[config.mk]
export PLATFORM = sky130hd
export DESIGN_NAME = fifo19_demux
export DESIGN_NICKNAME = d
export VERILOG_FILES = /design/src/rtl/fifo19_demux.sv
export SDC_FILE = /design/constraint.sdc
export NUM_CORES = 1
export LEC_CHECK = 0
export ABC_CLOCK_PERIOD_IN_PS = 4500
export BUFFER_PORTS_ARGS = -buffer_cell sky130_fd_sc_hd__buf_2
export CORE_MARGIN = 2
export CORE_UTILIZATION = 54
export DETAILED_ROUTE_END_ITERATION = 7
export PLACE_DENSITY = 0.68
export SYNTH_ARGS = -nofsm -noshare
export SYNTH_HDL_FRONTEND = slang
export SYNTH_SLANG_ARGS = --single-unit
[constraint.sdc]
create_clock -name clk -period 4.5 [get_ports clk]
set_clock_uncertainty 0.2 [all_clocks]
set_input_delay 0.225 -clock clk [delete_from_list [all_inputs] [get_ports clk]]
set_output_delay 0.225 -clock clk [all_outputs]
set_load 0.1 [all_outputs]
[src/rtl/fifo19_demux.sv]
`default_nettype none
// fifo19_demux: steers each 19-bit packet to port 0 or port 1 from a masked compare of its header line.
// Optional FIFO19_DEMUX_STATS_EN adds per-port packet counters (pkt_count0/pkt_count1).

module fifo19_demux_short_fifo #(
  parameter int WIDTH = 19
) (
  input  logic             clk,
  input  logic             reset,
  input  logic             clear,
  input  logic [WIDTH-1:0] datain,
  input  logic             src_rdy_i,
  output logic             dst_rdy_o,
  output logic [WIDTH-1:0] dataout,
  output logic             src_rdy_o,
  input  logic             dst_rdy_i
);
  localparam int DEPTH = 16;
  localparam int AW    = 4;

  logic [WIDTH-1:0] mem [DEPTH];
  logic [AW-1:0]    wr_ptr;
  logic [AW-1:0]    rd_ptr;
  logic [AW:0]      count;
  logic             do_wr;
  logic             do_rd;

  assign dst_rdy_o = (count != (AW+1)'(DEPTH));
  assign src_rdy_o = (count != '0);
  assign do_wr     = src_rdy_i & dst_rdy_o;
  assign do_rd     = src_rdy_o & dst_rdy_i;
  assign dataout   = mem[rd_ptr];

  // Storage carries no reset; occupancy alone defines what is valid.
  always_ff @(posedge clk) begin
    if (do_wr)
      mem[wr_ptr] <= datain;
  end

  always_ff @(posedge clk) begin
    if (reset | clear) begin
      wr_ptr <= '0;
      rd_ptr <= '0;
      count  <= '0;
    end else begin
      if (do_wr)
        wr_ptr <= wr_ptr + 1'b1;
      if (do_rd)
        rd_ptr <= rd_ptr + 1'b1;
      case ({do_wr, do_rd})
        2'b10:   count <= count + 1'b1;
        2'b01:   count <= count - 1'b1;
        default: count <= count;
      endcase
    end
  end
endmodule

module fifo19_demux #(
  parameter logic [15:0] MASK  = 16'h8000,
  parameter logic [15:0] MATCH = 16'h8000
) (
  input  logic        clk,
  input  logic        reset,
  input  logic        clear,
  input  logic [18:0] data_i,
  input  logic        src_rdy_i,
  output logic        dst_rdy_o,
  output logic [18:0] data0_o,
  output logic        src0_rdy_o,
  input  logic        dst0_rdy_i,
  output logic [18:0] data1_o,
  output logic        src1_rdy_o,
  input  logic        dst1_rdy_i
`ifdef FIFO19_DEMUX_STATS_EN
  ,
  output logic [15:0] pkt_count0,
  output logic [15:0] pkt_count1
`endif
);
  localparam logic [1:0] IDLE  = 2'd0;
  localparam logic [1:0] DATA0 = 2'd1;
  localparam logic [1:0] DATA1 = 2'd2;

  logic [1:0]  state;
  logic [1:0]  state_nxt;
  logic [18:0] int_data;
  logic        int_rdy;
  logic        int_pop;
  logic        wr0;
  logic        wr1;
  logic        buf0_in_rdy;
  logic        buf1_in_rdy;
  logic        eof;
  logic        route1;

  assign eof    = int_data[17];
  assign route1 = ((int_data[15:0] & MASK) == MATCH);

  fifo19_demux_short_fifo #(.WIDTH(19)) u_in_fifo (
    .clk       (clk),
    .reset     (reset),
    .clear     (clear),
    .datain    (data_i),
    .src_rdy_i (src_rdy_i),
    .dst_rdy_o (dst_rdy_o),
    .dataout   (int_data),
    .src_rdy_o (int_rdy),
    .dst_rdy_i (int_pop)
  );

  fifo19_demux_short_fifo #(.WIDTH(19)) u_out0_fifo (
    .clk       (clk),
    .reset     (reset),
    .clear     (clear),
    .datain    (int_data),
    .src_rdy_i (wr0),
    .dst_rdy_o (buf0_in_rdy),
    .dataout   (data0_o),
    .src_rdy_o (src0_rdy_o),
    .dst_rdy_i (dst0_rdy_i)
  );

  fifo19_demux_short_fifo #(.WIDTH(19)) u_out1_fifo (
    .clk       (clk),
    .reset     (reset),
    .clear     (clear),
    .datain    (int_data),
    .src_rdy_i (wr1),
    .dst_rdy_o (buf1_in_rdy),
    .dataout   (data1_o),
    .src_rdy_o (src1_rdy_o),
    .dst_rdy_i (dst1_rdy_i)
  );

  always_ff @(posedge clk) begin
    if (reset | clear)
      state <= IDLE;
    else
      state <= state_nxt;
  end

  // The header is only inspected in IDLE; it is consumed later as the first DATAn line.
  always_comb begin
    state_nxt = state;
    case (state)
      IDLE:    if (int_rdy) state_nxt = route1 ? DATA1 : DATA0;
      DATA0:   if (int_rdy & buf0_in_rdy & eof) state_nxt = IDLE;
      DATA1:   if (int_rdy & buf1_in_rdy & eof) state_nxt = IDLE;
      default: state_nxt = IDLE;
    endcase
  end

  always_comb begin
    wr0     = 1'b0;
    wr1     = 1'b0;
    int_pop = 1'b0;
    case (state)
      DATA0: begin
        wr0     = int_rdy;
        int_pop = buf0_in_rdy;
      end
      DATA1: begin
        wr1     = int_rdy;
        int_pop = buf1_in_rdy;
      end
      default: ;
    endcase
  end

`ifdef FIFO19_DEMUX_STATS_EN
  logic cnt0_en;
  logic cnt1_en;

  // A write in a clear cycle is flushed with the buffer, so it is not counted.
  assign cnt0_en = wr0 & buf0_in_rdy & eof & ~clear;
  assign cnt1_en = wr1 & buf1_in_rdy & eof & ~clear;

  always_ff @(posedge clk) begin
    if (reset) begin
      pkt_count0 <= '0;
      pkt_count1 <= '0;
    end else begin
      if (cnt0_en)
        pkt_count0 <= pkt_count0 + 16'd1;
      if (cnt1_en)
        pkt_count1 <= pkt_count1 + 16'd1;
    end
  end
`endif
endmodule
`default_nettype wire
## After elaboration in Yosys (flattened, before gate mapping)

Memories as Yosys holds them, arrays and structs flattened. A register that Yosys moved wholly into a read port is not among the register bits.
Cells that the tools add are included.

| word-level totals | value |
|---|---|
| flip-flop bits (word level) | 41 |
| input port bits | 25 |
| logic and storage cells | 81 |
| memories kept | 3 |
| RAM bits | 912 |

Memory list:

| name | depth | width | rd ports | clocked after Yosys merged registers in | wr ports | line | RTL |
|---|---|---|---|---|---|---|---|
| u_in_fifo.mem | 16 | 19 | 1 | 1 | 1 | 21 | `logic [WIDTH-1:0] mem [DEPTH];` |
| u_out0_fifo.mem | 16 | 19 | 1 | 1 | 1 | 21 |  |
| u_out1_fifo.mem | 16 | 19 | 1 | 1 | 1 | 21 |  |

| operators by class | value |
|---|---|
| multiplexer cells | 23 |
| add/subtract/negate cells | 12 |
| reduce and logical (&&, ||, !) cells | 8 |
| equal/unequal tests | 14 |
| bitwise logic cells | 11 |

Operators by type and width:

| kind | count |
|---|---|
| case mux 5 bit (2 select lines) | 3 |
| adder 4 x 1 -> 4 bit, second input constant | 6 |
| 2-to-1 mux 4 bit | 6 |
| adder 5 x 1 -> 5 bit, second input constant | 3 |
| inequality test 5 bit, second input constant | 3 |
| nonzero test 5 bit | 3 |
| subtractor 5 x 1 -> 5 bit, second input constant | 3 |
| bitwise AND 1 bit | 10 |
| equality test 2 x 1 -> 1 bit, second input constant | 4 |
| equality test 2 bit, second input constant | 4 |
| 2-to-1 mux 1 bit | 8 |
| 2-to-1 mux 2 bit | 4 |
| inequality test 2 bit, second input constant | 3 |
| case mux 2 bit (3 select lines) | 1 |
| nonzero test 2 bit | 3 |
| AND reduction 3 bit | 1 |
| zero test 2 bit | 1 |
| case mux 1 bit (2 select lines) | 1 |
| bitwise OR 1 bit | 1 |

## Logic depth before layout (Yosys ltp)

| depth | value |
|---|---|
| depth after elaboration | 5 |
| mapped depth | 15 |
| mapped depth without buffers | 13 |

## Cells and area by module

Synthesis repeated with hierarchy kept, for this count alone.

| second synthesis, totals | value |
|---|---|
| cell total of the unflattened synthesis | 1,811 |
| area, all modules | 37,501.0 um2 |

By module, submodules not included:

| module | area an instance (um2) | sequential area each (um2) | times used | cells each |
|---|---|---|---|---|
| fifo19_demux_short_fifo | 12,429.4 | 9,469.1 | 3 | 596 |
| fifo19_demux | 212.7 | 40.0 | 1 | 23 |

## Worst setup path before layout

Ideal clock, no wire load.

| timing path | value |
|---|---|
| kind | reg-to-reg |
| from | register u_in_fifo.count[1] |
| to | memory u_in_fifo.mem[3][0], enable pin |
| stages on the path, launching flop included | 8 |
| buffers on the path | 2 |
| clock period less this slack | 3.889 ns |
| arrival | 3.271 ns |
| setup slack | 0.611 ns |
| path through | dfxtp_1 clkbuf_1 nor4_1 nand2_1 and2_1 clkbuf_1 nand2_1 nor3_1 |

| between the ends | value |
|---|---|
| cells in the longest elaborated chain, start to end | 4 |

RTL lines:

| item | line | RTL |
|---|---|---|
| start: declaration | 24 | `logic [AW:0] count;` |
| start signal: assignment | 51 | `2'b10: count <= count + 1'b1;` |
| start signal: assignment | 52 | `2'b01: count <= count - 1'b1;` |
| start signal: assignment | 53 | `default: count <= count;` |
| inequality test 5 bit | 28 | `assign dst_rdy_o = (count != (AW+1)'(DEPTH));` |
| via dst_rdy_o | 68 | `output logic dst_rdy_o,` |
| bitwise AND 1 bit | 30 | `assign do_wr = src_rdy_i & dst_rdy_o;` |
| 2-to-1 mux 1 bit | 36 | `if (do_wr)` |
| 2-to-1 mux 1 bit (implied by the code) | 37 | `mem[wr_ptr] <= datain;` |
| end: declaration | 21 |  |

The timed path passes the listed nets, and every way through them passes these cells.

## Final worst setup path

| timing path | value |
|---|---|
| from | register state[1] |
| to | register u_in_fifo.count[3] |

| between the ends | value |
|---|---|
| cells in the longest elaborated chain, start to end | 5 |

RTL lines:

| item | line | RTL |
|---|---|---|
| start: declaration | 85 | `logic [1:0] state;` |
| start signal: assignment | 140 | `state <= state_nxt;` |
| equality test 2 bit / equality test 2 x 1 -> 1 bit (equally long branches) | 158 | `case (state)` |
| case mux 1 bit (2 select lines) * | 158 |  |
| bitwise AND 1 bit * | 31 | `assign do_rd = src_rdy_o & dst_rdy_i;` |
| via u_in_fifo.do_rd | 26 | `logic do_rd;` |
| equality test 2 x 1 -> 1 bit / equality test 2 bit (equally long branches) | 50 | `case ({do_wr, do_rd})` |
| case mux 5 bit (2 select lines) / nonzero test 2 bit (equally long branches) | -- |  |

Mark *: on every way through the listed nets, which the timed path passes. The rest lies on a longest branch.
A chain may end at the register's enable or synchronous reset.

==> summary.md <==
| Metric | Value |
|---|---|
| Final min period | 3723 ps |
| Delay-heaviest family, CP | compound AO/OA/AOI/OAI gates |
| R2R cell count | 11 |
| WP data required | 4880 ps |
| P_leak | 0.01304 uW |
| Clock Path Buffers | 3 |
| Gr ovfl total | 0 |
| CP peak stage delay | 580 ps |
| Syn avg cell area | between 20 and 25 um2 |
| CTS buffer count | 95 |
| Crit path depth | 11 |
| Share of cells above drive strength 1 | 0.3279 |
| Crit. Startpoint | state[1] |
| Slew margin rel. | 0.2225 |
| Crit path buf inv count | 2 |
| Logic pwr share | 0.015 |
| Remaining DRCs | 0 |
| Die width | 265.6 um |
| Hold Crit Class | input pin to register |
| Pwr dens | approximately 430 nW/um2 |
| Seq/Total Area, Yosys | 0.7696 |
| Worst-margin pin slew | ~1200 ps |
| Top_reg_cell synth | edfxtp_1 |
| Fin. Hold Viols | 0 |
| Routed length per placed instance | 27.45 um |
| Number of synthesized flops with an enable pin | 912 |
| Int Pwr | 14590 uW |
| RSZ-0062 raised after global routing | no |
| R2r startpoint | state[1] |
| Fin crit share | 0.8273 |
| Root Buffer Master | clkbuf_16 |
| Synth Cell Area | 36970 um2 |
| Nets | 1827 |
| Synthesis-to-finish area growth | 14.00% |
| DIE AREA | 70560 um2 |
| Multi-input logic area | 8304 um2 |
| Detail Placement HPWL | 41.73 mm |
| Core ar. | 67510 um2 |
| Clock-pin slew on the worst setup and hold paths | around 60 ps |
| WL final | approximately 75 mm |
| Clock Latency Late Sink | 650 ps |
| Sw frac | 0.1927 |
| Die Ht | 265.6 um |
| Syn nets | 1661 |
| Number of hold buffers added after CTS | 27 |
| DR vias | 16750 |
| NetSw | 3481 uW |
| Post-Synthesis Cells | between 1500 and 2000 |
| Design Area, Final | 42140 um2 |
| #FFs+latches synth | 965 |
| Post_cts resized | 0 |
| CP Max Fanout | 11 |
| Critical Path Slowest Stage Cell | dlygate4sd3_1 |
| Reg power frac | 0.546 |
| Drt initial violations | 1583 |
| Starting Density | 0.5475 |
| Unique masters post-synth | 47 |
| Final setup vio count | 0 |
| Synth warnings | 0 |
| Max-slew violations | 0 |
| WP data arrival | 4100 ps |
| CP cell instances | inv_1 > ha_1 > a21bo_2 > a211oi_2 > ha_1 > a21oi_1 > a2111oi_2 > a21oi_1 > xor2_1 > o31ai_1 > dlygate4sd3_1 |
| Peak supply drop | 0.2965 mV |
| Setup TNS | 0 ps |
| GRT Total Usage | 0.2174 |
| Register-to-register setup slack | around 780 ps |
| Status | finished, final reports clean |
| Initial antenna violation count | 1 |
| Fill count | 4547 |
| IO Port Bufs | 65 |
| CTS tree | done |
| Worst Setup Start Kind | register |
| Crit. End Element | register |
| Seq. cell area | 28470 um2 |
| Setup crit end | u_in_fifo.count[3] |
| # Post-CTS Setup Buffers | 0 |
| H-Tree Depth | 3 |
| Largest net degree at the start of global routing | between 60 and 70 |
| Vias per Instance | 6.154 |
| Ports | 66 |
| Routability cong. | roughly 0.76 |
| Global-route wire length before repair | 111.6 mm |
| Max Clk Rate | 268.6 MHz |
| Cell Rows | 95 |
| Dpl cell area | 38720 um2 |
| DRT Pass-1 Iters | 5 |
| Max Cap Viol | 0 |
| WS Path Type | register to register |
| Post-synth ARST share | 0 |
| Antenna Nets Post-Route | 0 |
| Clock sink count | a little under 1000 |
| FF-to-FF End | u_in_fifo.count[3] |
| Clock share of power | 0.440 |
| Vias in the first global route | between 15000 and 20000 |
## cell usage after synthesis, drive strengths merged (2+ instances only)
cell type | number | area [um2]
edfxtp | 912 | 27390
mux4 | 285 | 6419
nor2 | 87 | 326.6
dfxtp | 53 | 1061
clkbuf | 48 | 182.7
buf | 33 | 162.6
ha | 29 | 362.9
nand2 | 23 | 86.33
xor2 | 21 | 183.9
a21oi | 15 | 75.07
inv | 13 | 48.80
nor3 | 13 | 65.06
mux2i | 8 | 80.08
xnor2 | 8 | 70.07
nand2b | 7 | 43.79
nand4 | 7 | 43.79
a21o | 5 | 37.54
and2 | 4 | 25.02
o31ai | 4 | 30.03
nor4 | 3 | 40.04
o21ai | 3 | 15.01
or3 | 3 | 18.77
a2111oi | 2 | 23.77
a211oi | 2 | 20.02
a21bo | 2 | 20.02
fa | 2 | 40.04
## power by group through the flow
| stage | Combinational, uW | Clock (uW) | Sequential, uW |
|---|---|---|---|
| global placement | 237 | 0 | 10000 |
| CTS | 273 | 8080 | 9860 |
| detailed placement | 255 | 0 | 10000 |
| finish | 268 | 7940 | 9860 |
| global route | 295 | 8440 | 9850 |
| floorplan | 124 | 0 | 10000 |
## final cells by class
class                      count  area share
clock inverter                59     0.01511
tap                          873     0.02592
timing repair buffer         150     0.02536
multi-input combinational    546      0.1971
clock buffer                 115     0.05968
sequential                   965      0.6757
antenna                        1  0.00005938
inverter                      13    0.001158
## cell usage in the layout (no fill, tap or decap), drive strengths merged, types with 12 or more instances in the layout
cell / count
nor2: 87
a21oi: 15
edfxtp: 912
inv: 15
dfxtp: 53
dlygate4sd3: 27
nand2: 23
ha: 29
nor3: 13
clkbuf: 115
clkinv: 45
xor2: 21
mux4: 285
buf: 123
bufinv: 12
## how the worst min path moves through the flow
stage	to	slack, ps	cells after the start	from
final	u_in_fifo.mem[12][16]	300	2	data_i[16]
after global routing	u_in_fifo.mem[10][7]	290	2	data_i[7]
after CTS	u_in_fifo.mem[11][7]	270	2	data_i[7]
after detailed placement	register	290	2	u_in_fifo.rd_ptr[3]
after global placement	u_in_fifo.rd_ptr[3]	290	2	u_in_fifo.rd_ptr[3]
after floorplan	u_in_fifo.mem[0][0]	120	0	data_i[0]
## through the flow
step | total power [uW] | cells | worst slack [ps] | utilization | hold slack [ps]
finish | 18070 | 2722 | 777.3 | 0.6242 | 300.3
global route | 18590 | 2722 | 564.7 | 0.6242 | 290.2
CTS | 18210 | 2721 | 788.8 | 0.6241 | 267.6
detailed placement | 10300 | 2520 | 1109 | 0.5734 | 290.7
global placement | 10280 | 2520 | 1260 | 0.5734 | 290.8
floorplan | 10170 | 1605 | 610.5 | - | 123.9
## sequential cells by signal, indices dropped and copies added, names as in the netlist, named ones only
name                count
u_out0_fifo.mem       304
u_in_fifo.rd_ptr        4
u_out0_fifo.count       5
u_out0_fifo.wr_ptr      4
u_out1_fifo.rd_ptr      4
u_out1_fifo.mem       304
u_out1_fifo.wr_ptr      4
u_in_fifo.wr_ptr        4
u_in_fifo.mem         304
u_out0_fifo.rd_ptr      4
state                   2
u_out1_fifo.count       5
u_in_fifo.count         5
## layer usage
| layer | vias to the layer above | wire (um) | GRT usage |
|---|---|---|---|
| met5 | - | 0 | 0 |
| met4 | 0 | 1456 | 0.06089 |
| met3 | 102 | 4624 | 0.03351 |
| met2 | 577 | 37430 | 0.3538 |
| met1 | 8985 | 31200 | 0.3122 |
| li1 | 7086 | - | - |
## cells by family (layout without fill, tap and decap cells)
logic type,Yosys count,count (layout),share of synthesized area
flip-flops,965,965,0.7696
AO/OA/AOI/OAI,39,39,0.007345
AND/OR/NAND/NOR,154,154,0.01885
buffers and inverters,94,337,0.01066
XOR/XNOR,29,29,0.006871
other,0,1,0
multiplexers,293,293,0.1758
adder cells (fa/ha/maj),31,31,0.01090
Power figures use the tool's default switching activity.
